### src/rtl/dma_xmit_scheduler.sv
// Descriptor FIFO and single-job issue sequencer in front of the xmit DMA data mover.
// Descriptors are screened, started one at a time, and retired with an in-order completion record.
module dma_xmit_scheduler #(
  parameter int TW            = 8,
  parameter int DEPTH_LOG2    = 4,
  parameter int START_TIMEOUT = 16
) (
  input  logic                  clk,
  input  logic                  resetn,
  input  logic [63:0]           desc_src_addr,
  input  logic [63:0]           desc_dst_addr,
  input  logic [63:0]           desc_byte_count,
  input  logic [TW-1:0]         desc_tag,
  input  logic                  desc_valid,
  output logic                  desc_ready,
  output logic [63:0]           dm_src_address,
  output logic [63:0]           dm_dst_address,
  output logic [63:0]           dm_byte_count,
  output logic                  dm_start,
  input  logic                  dm_idle,
  output logic [TW-1:0]         cmp_tag,
  output logic [1:0]            cmp_status,
  output logic                  cmp_valid,
  input  logic                  cmp_ready,
  output logic [DEPTH_LOG2:0]   fifo_count,
  output logic [31:0]           jobs_completed,
  output logic                  busy
);

  localparam int DEPTH = 1 << DEPTH_LOG2;
  localparam int TOW   = $clog2(START_TIMEOUT + 1);
  localparam logic [DEPTH_LOG2:0] FULL_COUNT   = (DEPTH_LOG2 + 1)'(DEPTH);
  localparam logic [TOW-1:0]      TIMEOUT_LAST = TOW'(START_TIMEOUT - 1);

  typedef enum logic [2:0] {
    S_IDLE,
    S_CHECK,
    S_WAIT_BUSY,
    S_WAIT_DONE,
    S_REPORT
  } state_t;

  state_t state_q, state_d;

  logic [63:0]   src_mem [DEPTH];
  logic [63:0]   dst_mem [DEPTH];
  logic [63:0]   cnt_mem [DEPTH];
  logic [TW-1:0] tag_mem [DEPTH];

  logic [DEPTH_LOG2-1:0] wr_ptr, rd_ptr;
  logic [TOW-1:0]        to_cnt;

  logic       push, pop;
  logic       set_status, clr_to, inc_to, cmp_fire;
  logic [1:0] status_d;

  assign desc_ready = (fifo_count != FULL_COUNT);
  assign push       = desc_valid && desc_ready;
  assign cmp_valid  = (state_q == S_REPORT);
  assign busy       = (fifo_count != '0) || (state_q != S_IDLE);

  always_ff @(posedge clk) begin
    if (push) begin
      src_mem[wr_ptr] <= desc_src_addr;
      dst_mem[wr_ptr] <= desc_dst_addr;
      cnt_mem[wr_ptr] <= desc_byte_count;
      tag_mem[wr_ptr] <= desc_tag;
    end
  end

  always_ff @(posedge clk or negedge resetn) begin
    if (!resetn) begin
      wr_ptr     <= '0;
      rd_ptr     <= '0;
      fifo_count <= '0;
    end else begin
      if (push) wr_ptr <= wr_ptr + 1'b1;
      if (pop)  rd_ptr <= rd_ptr + 1'b1;
      case ({push, pop})
        2'b10:   fifo_count <= fifo_count + 1'b1;
        2'b01:   fifo_count <= fifo_count - 1'b1;
        default: fifo_count <= fifo_count;
      endcase
    end
  end

  always_ff @(posedge clk or negedge resetn) begin
    if (!resetn) state_q <= S_IDLE;
    else         state_q <= state_d;
  end

  // dm_start is decoded from registered state only, so it is a clean single-cycle pulse.
  always_comb begin
    state_d    = state_q;
    pop        = 1'b0;
    dm_start   = 1'b0;
    set_status = 1'b0;
    status_d   = 2'd0;
    clr_to     = 1'b0;
    inc_to     = 1'b0;
    cmp_fire   = 1'b0;
    case (state_q)
      S_IDLE: begin
        if (fifo_count != '0) begin
          pop     = 1'b1;
          state_d = S_CHECK;
        end
      end
      S_CHECK: begin
        if (dm_src_address == '0) begin
          set_status = 1'b1;
          status_d   = 2'd1;
          state_d    = S_REPORT;
        end else if (dm_byte_count == '0) begin
          set_status = 1'b1;
          status_d   = 2'd2;
          state_d    = S_REPORT;
        end else begin
          dm_start = 1'b1;
          clr_to   = 1'b1;
          state_d  = S_WAIT_BUSY;
        end
      end
      S_WAIT_BUSY: begin
        if (!dm_idle) begin
          state_d = S_WAIT_DONE;
        end else if (to_cnt == TIMEOUT_LAST) begin
          set_status = 1'b1;
          status_d   = 2'd3;
          state_d    = S_REPORT;
        end else begin
          inc_to = 1'b1;
        end
      end
      S_WAIT_DONE: begin
        if (dm_idle) begin
          set_status = 1'b1;
          status_d   = 2'd0;
          state_d    = S_REPORT;
        end
      end
      S_REPORT: begin
        if (cmp_ready) begin
          cmp_fire = 1'b1;
          state_d  = S_IDLE;
        end
      end
      default: state_d = S_IDLE;
    endcase
  end

  // Mover-facing registers only load on a pop, which keeps them steady for the whole job.
  always_ff @(posedge clk or negedge resetn) begin
    if (!resetn) begin
      dm_src_address <= '0;
      dm_dst_address <= '0;
      dm_byte_count  <= '0;
      cmp_tag        <= '0;
      cmp_status     <= '0;
      to_cnt         <= '0;
      jobs_completed <= '0;
    end else begin
      if (pop) begin
        dm_src_address <= src_mem[rd_ptr];
        dm_dst_address <= dst_mem[rd_ptr];
        dm_byte_count  <= cnt_mem[rd_ptr];
        cmp_tag        <= tag_mem[rd_ptr];
      end
      if (set_status) cmp_status <= status_d;
      if (clr_to)      to_cnt <= '0;
      else if (inc_to) to_cnt <= to_cnt + 1'b1;
      if (cmp_fire) jobs_completed <= jobs_completed + 32'd1;
    end
  end

endmodule

### config.mk
export PLATFORM = sky130hd
export DESIGN_NAME = dma_xmit_scheduler
export DESIGN_NICKNAME = d
export VERILOG_FILES = /design/src/rtl/dma_xmit_scheduler.sv
export SDC_FILE = /design/constraint.sdc
export NUM_CORES = 2
export LEC_CHECK = 0
export BUFFER_PORTS_ARGS = -buffer_cell sky130_fd_sc_hd__buf_2
export CORE_MARGIN = 10
export CORE_UTILIZATION = 35
export CTS_CLUSTER_DIAMETER = 100
export DETAILED_ROUTE_END_ITERATION = 8
export SLEW_MARGIN = 20
export SYNTH_ARGS = -nofsm -noshare
export SYNTH_HDL_FRONTEND = slang
export SYNTH_SLANG_ARGS = --single-unit
### constraint.sdc
create_clock -name clk -period 17.7 [get_ports clk]
set_input_delay 0.885 -clock clk [delete_from_list [all_inputs] [get_ports clk]]
set_output_delay 0.885 -clock clk [all_outputs]
set_load 0.005 [all_outputs]
Word level (Yosys, flattened, before mapping). Memories as Yosys holds them, arrays and structs flattened. A register that Yosys moved wholly into a read port is not among the register bits. Index checks and enable logic that the tools add are counted.

Add/subtract/negate cells: 6. Eq/ne operators: 12. Muxes and demuxes: 34. Reduce and logical (&&, ||, !) cells: 14.

Operator list (count): $logic_not A64 Y1 (2); $add A32 B1 Y32 const B (1); $mux W3 (7); $mux W1 (17); $pmux W3 S5 (1); $add A5 B1 Y5 const B (2); $mux W5 (2); $pmux W5 S2 (1); $add A4 B1 Y4 const B (2); $mux W2 (4); $eq A3 B2 Y1 const B (2); $eq A5 B4 Y1 const B (1); $ne A5 B5 Y1 const B (1); $reduce_bool A5 Y1 (1); $sub A5 B1 Y5 const B (1); $logic_not A1 Y1 (4); $ne A2 B2 Y1 const B (2); $pmux W2 S2 (1); $reduce_and A4 Y1 (1); $reduce_bool A2 Y1 (2); $eq A3 B1 Y1 const B (1); $eq A3 B3 Y1 const B (1); $logic_not A3 Y1 (1); $ne A3 B3 Y1 const B (1); other kinds (7) (7).

Register bits after elaboration: 55. Memory bits (writable): 3200. Input port bits: 205. Output and inout port bits: 243. Logic and storage cells: 77. Memories: 4.

Memories: cnt_mem (depth 16, bits a word 64, read ports 1, clocked after memory_dff 1, write ports 1, RTL line 47) `logic [63:0] cnt_mem [DEPTH];`; dst_mem (depth 16, bits a word 64, read ports 1, clocked after memory_dff 1, write ports 1, RTL line 46) `logic [63:0] dst_mem [DEPTH];`; src_mem (depth 16, bits a word 64, read ports 1, clocked after memory_dff 1, write ports 1, RTL line 45) `logic [63:0] src_mem [DEPTH];`; tag_mem (depth 16, bits a word 8, read ports 1, clocked after memory_dff 1, write ports 1, RTL line 48) `logic [TW-1:0] tag_mem [DEPTH];`.

Depth between registers and ports, before layout.
Depth in word-level cells: 6. Depth in mapped cells: 14. Gate-level depth less buffers: 12.

Least setup slack after synthesis. No wires, ideal clock.

Path type: input to register. From: in desc_valid. To: mem cnt_mem[3][0] (enable). Setup time: 1005 ps. Arrival time: 14897 ps. Data required time: 16695 ps. Path slack: 1798 ps. Stages: 4. Path buffers: 1. Cell sequence: and2_1 > clkbuf_1 > nand2_1 > nor3_1.

Word-level cells in the longest chain between the ends: 3.

Ends and longest elaborated chain: start, declared (RTL line 14) `input logic desc_valid,`; $logic_and A1 B1 Y1 (RTL line 58) `assign push = desc_valid && desc_ready;`; $mux W1 (RTL line 63) `if (push) begin`; $mux W1 (implied by the code) (RTL line 66) `cnt_mem[wr_ptr] <= desc_byte_count;`; end, declared (RTL line 47).

Every way passes these cells.

==> reports/results.tsv <==
metric	value	unit
fraction of power spent switching nets	30.2	%
Critical R2R Launch	rd_ptr[1]$_DFFE_PN0P_	
Leak	50.7	nW
synthesized-area fraction occupied by and/or/nand/nor cells	0.800	%
Critical Setup Path Class	flip-flop to flip-flop	
Psw	7.43	mW
Post-DRT Antenna Nets	0	
number of hold violations in the final report	0	
initial drt markers	5783	
CTS buffer count	362	
worst hold-check path type	input port to flip-flop	
Worst-path clk slew	0.06	ns
count of mapped cells out of synthesis	5726	
final worst clock skew	0.0989	ns
number of instances on the worst hold path	1	
layout-stage area growth over the synthesis result	15.7	%
number of warnings issued by yosys	0	
fraction of power consumed by the clock network	30.5	%
number of distinct standard cells referenced by the synthesized netlist	47	
number of setup buffers added after CTS	0	
Finished Layout Cells	11700	
arrival time of the worst setup path	6.76	ns
pin count of the biggest net entering global routing	132	
fraction of the mapped netlist area in compound gates	2.79	%
Reg2Reg Setup Slack	11.78	ns
sequential area share after synthesis	78.6	%
top-area cell type share of the netlist area	73.7	%
setup repair after global routing missed its margin	false	
main combinational cell family by area after synthesis	multiplexers	
final cycle utilization of the critical path	33.5	%
total iterations of the first detailed-routing run	7	
Setup violations, final	0	
hpwl dp	181000	microns
Mean Syn Cell Area	22.8	sq um
wire length reported by the detailed router	338000	microns
power share of the combinational group	26.7	%
fraction of layout cells with a size suffix above 1	28.5	%
largest fanout on the critical path	68	
count of vias placed by the detailed router	62400	
cell accounting for the most synthesized area	sky130_fd_sc_hd__edfxtp_1	
total of cells resized after clock tree synthesis	0	
number of slew-limit violations in the final report	0	
commonest non-fill, non-tap cell in the layout	sky130_fd_sc_hd__edfxtp_1	
buffers added on ports	447	
global route total overflow	0	
Die X	630	microns
Endpoint, Worst Hold	cnt_mem[0][58]$_DFFE_PP_	
endpoint required time on the critical path	18.53	ns
Crit. End Element	flip-flop	
worst hold start	desc_byte_count[58]	
net count after synthesis	5942	
area of the placeable core	372000	sq um
CTS H-tree lvls	5	
maximum buffer depth of the clock tree	4	
result of the run	finished clean	
most used cells in the layout excluding fill and tap cells	sky130_fd_sc_hd__edfxtp_1 (3200), sky130_fd_sc_hd__mux4_2 (758), sky130_fd_sc_hd__buf_2 (446), sky130_fd_sc_hd__mux2i_1 (414), sky130_fd_sc_hd__clkbuf_16 (365)	
Tmin final	5.92	ns
xor and xnor fraction of the mapped netlist area	0.316	%
initial antenna violation count	123	
WL per Instance	29.0	microns
number of filler cells placed in the layout	32500	
area of all sequential standard cells	102000	sq um
num ports	448	
top area cells in the synthesized netlist	sky130_fd_sc_hd__edfxtp_1 (74%), sky130_fd_sc_hd__mux4_2 (13%), sky130_fd_sc_hd__dfrtp_1 (4.9%), sky130_fd_sc_hd__mux2i_1 (3.2%), sky130_fd_sc_hd__a21o_1 (1.2%)	
cell total after placement	11000	
mux contribution to synthesized area	16.3	%
global-route wire length before repair	483000	microns
DIE AREA	397000	sq um
total routing resource utilization after global routing	16.5	%
reg-to-reg endpoint	dm_src_address[23]$_DFFE_PN0P_	
headroom to the max-slew limit	16.9	%
overall power consumption	24.6	mW
slew at the pin with the worst max-slew slack	1.25	ns
via count of the first global-routing pass	64800	
net total in the final layout	6584	
via density per instance	5.35	
final-layout worst hold slack	0.282	ns
count of max-cap constraint violations	0	
flip-flop and latch count after synthesis	3455	
total power per unit cell area	163	nW/um^2
number of clock sinks	3455	
effective utilization at floorplan	35.1	%
clock insertion delay at the later pin of the skew report	0.97	ns
FMAX	169	MHz
area share of fa/ha/maj cells after synthesis	0.106	%
Max IR drop VDD	0.138	mV
clk root buf	sky130_fd_sc_hd__clkbuf_16	
kind of launch point of the worst setup path	flip-flop	
Die Y-Extent	630	microns
register share of total power	42.8	%
synthesized cell area	130000	sq um
TritonCTS clock tree	built	
routability congestion estimate	0.738	
Sum Neg Setup Slack	0	ns
multi-input gate area in the final layout	26600	sq um
total internal power	17.1	mW
post-detailed-route DRC marker count	0	
standard-cell row count	224	
cells on worst reg2reg path	9	
-- cell usage after synthesis, drive strengths merged --
cell and n:
a31oi 1, o21ai 47, nand3b 3, xnor2 34, a21o 200, a21oi 46, nand3 14, or4 1
a222oi 2, nand4 21, nor2b 14, buf 178, ha 11, o31ai 1, mux4 758, mux2 2
nor4b 1, and3 7, nor2 29, o2111ai 1, dfrtp 255, inv 10, a311o 1, nand2 29
and2 8, nor3 11, and4 2, o221ai 71, xor2 13, a211oi 1, nor4 37, or2 1
or3 2, edfxtp 3200, nand2b 7, mux2i 414, or3b 1, clkbuf 134, o22ai 158
-- cells by family after synthesis --
logic type | Yosys count
simple gates | 188
xor+xnor | 47
buf+inv | 322
mux | 1174
compound gates | 529
fa+ha+maj | 11
flops | 3455
-- metal layers --
metal  part of all wire [%]  up-vias  wire, microns  global-route usage [%]
met5                   0.13        -            425                       0
met4                    3.0       70          10100                    4.70
met3                    6.6      656          22200                    3.12
met2                     50     2200         168000                    27.7
met1                     41    33900         138000                    21.9
li1                       -    25600              -                       -
-- per-stage QoR --
step                area [sq um]  setup slack [ns]  utilization (%)
floorplan                 130000              1.80                -
global placement          139000             11.76             37.4
detailed placement        139000             11.71             37.4
CTS                       151000             11.71             40.6
global route              151000             11.48             40.6
finish                    151000             11.78             40.6
-- timing repair --
item                       4_1_cts  5_1_grt
hold endpoints to repair        45        0
hold buffers                     1        0
setup endpoints to repair        0        0
-- power by group through the flow --
stage               logic [mW]  clock network, mW  registers [mW]
finish                    6.57               7.49            10.5
detailed placement        6.69                  0            10.7
global route              7.06               7.99            10.6
CTS                       6.71               7.66            10.5
global placement          6.64                  0            10.6
floorplan                 4.51                  0            10.7
-- critical path, cell delays in order (launching register included) --
cell and delay (ns):
sky130_fd_sc_hd__dfrtp_4 0.66, sky130_fd_sc_hd__buf_4 0.70, sky130_fd_sc_hd__buf_4 0.77, sky130_fd_sc_hd__buf_4 0.81
sky130_fd_sc_hd__buf_4 0.94, sky130_fd_sc_hd__buf_4 0.73, sky130_fd_sc_hd__mux4_2 0.41, sky130_fd_sc_hd__mux2i_1 0.20
sky130_fd_sc_hd__o22ai_1 0.12, sky130_fd_sc_hd__a21o_1 0.20
-- flip-flops by register name (all words and copies together), names as in the netlist, 4 cells and up --
signal,flops
cnt_mem,1024
dst_mem,1024
src_mem,1024
tag_mem,128
dm_byte_count,64
dm_dst_address,64
dm_src_address,64
jobs_completed,32
cmp_tag,8
fifo_count,5
to_cnt,5
rd_ptr,4
wr_ptr,4
-- how the worst max path moves through the flow --
stage                                      from                        endpoint  slack, ns  cells past startpoint
final                     rd_ptr[1]$_DFFE_PN0P_  dm_src_address[23]$_DFFE_PN0P_      11.78                      9
after global routing      rd_ptr[1]$_DFFE_PN0P_  dm_src_address[27]$_DFFE_PN0P_      11.48                      9
after CTS                 rd_ptr[1]$_DFFE_PN0P_  dm_src_address[27]$_DFFE_PN0P_      11.71                      9
after detailed placement  rd_ptr[1]$_DFFE_PN0P_  dm_src_address[27]$_DFFE_PN0P_      11.71                      9
after global placement    rd_ptr[1]$_DFFE_PN0P_  dm_src_address[23]$_DFFE_PN0P_      11.76                      9
after floorplan                      desc_valid         cnt_mem[3][0]$_DFFE_PP_       1.80                      4
-- layout make-up --
| type | instances | share of cell area, % |
|---|---|---|
| multi-input combinational | 1949 | 17.7 |
| clock buffer | 510 | 6.68 |
| sequential | 3455 | 68.0 |
| clock inverter | 161 | 1.18 |
| inverter | 10 | 0.0299 |
| timing repair buffer | 590 | 2.30 |
| tap | 4972 | 4.13 |
| antenna | 26 | 0.0432 |
Note: power is estimated with default switching activity, not from simulation.
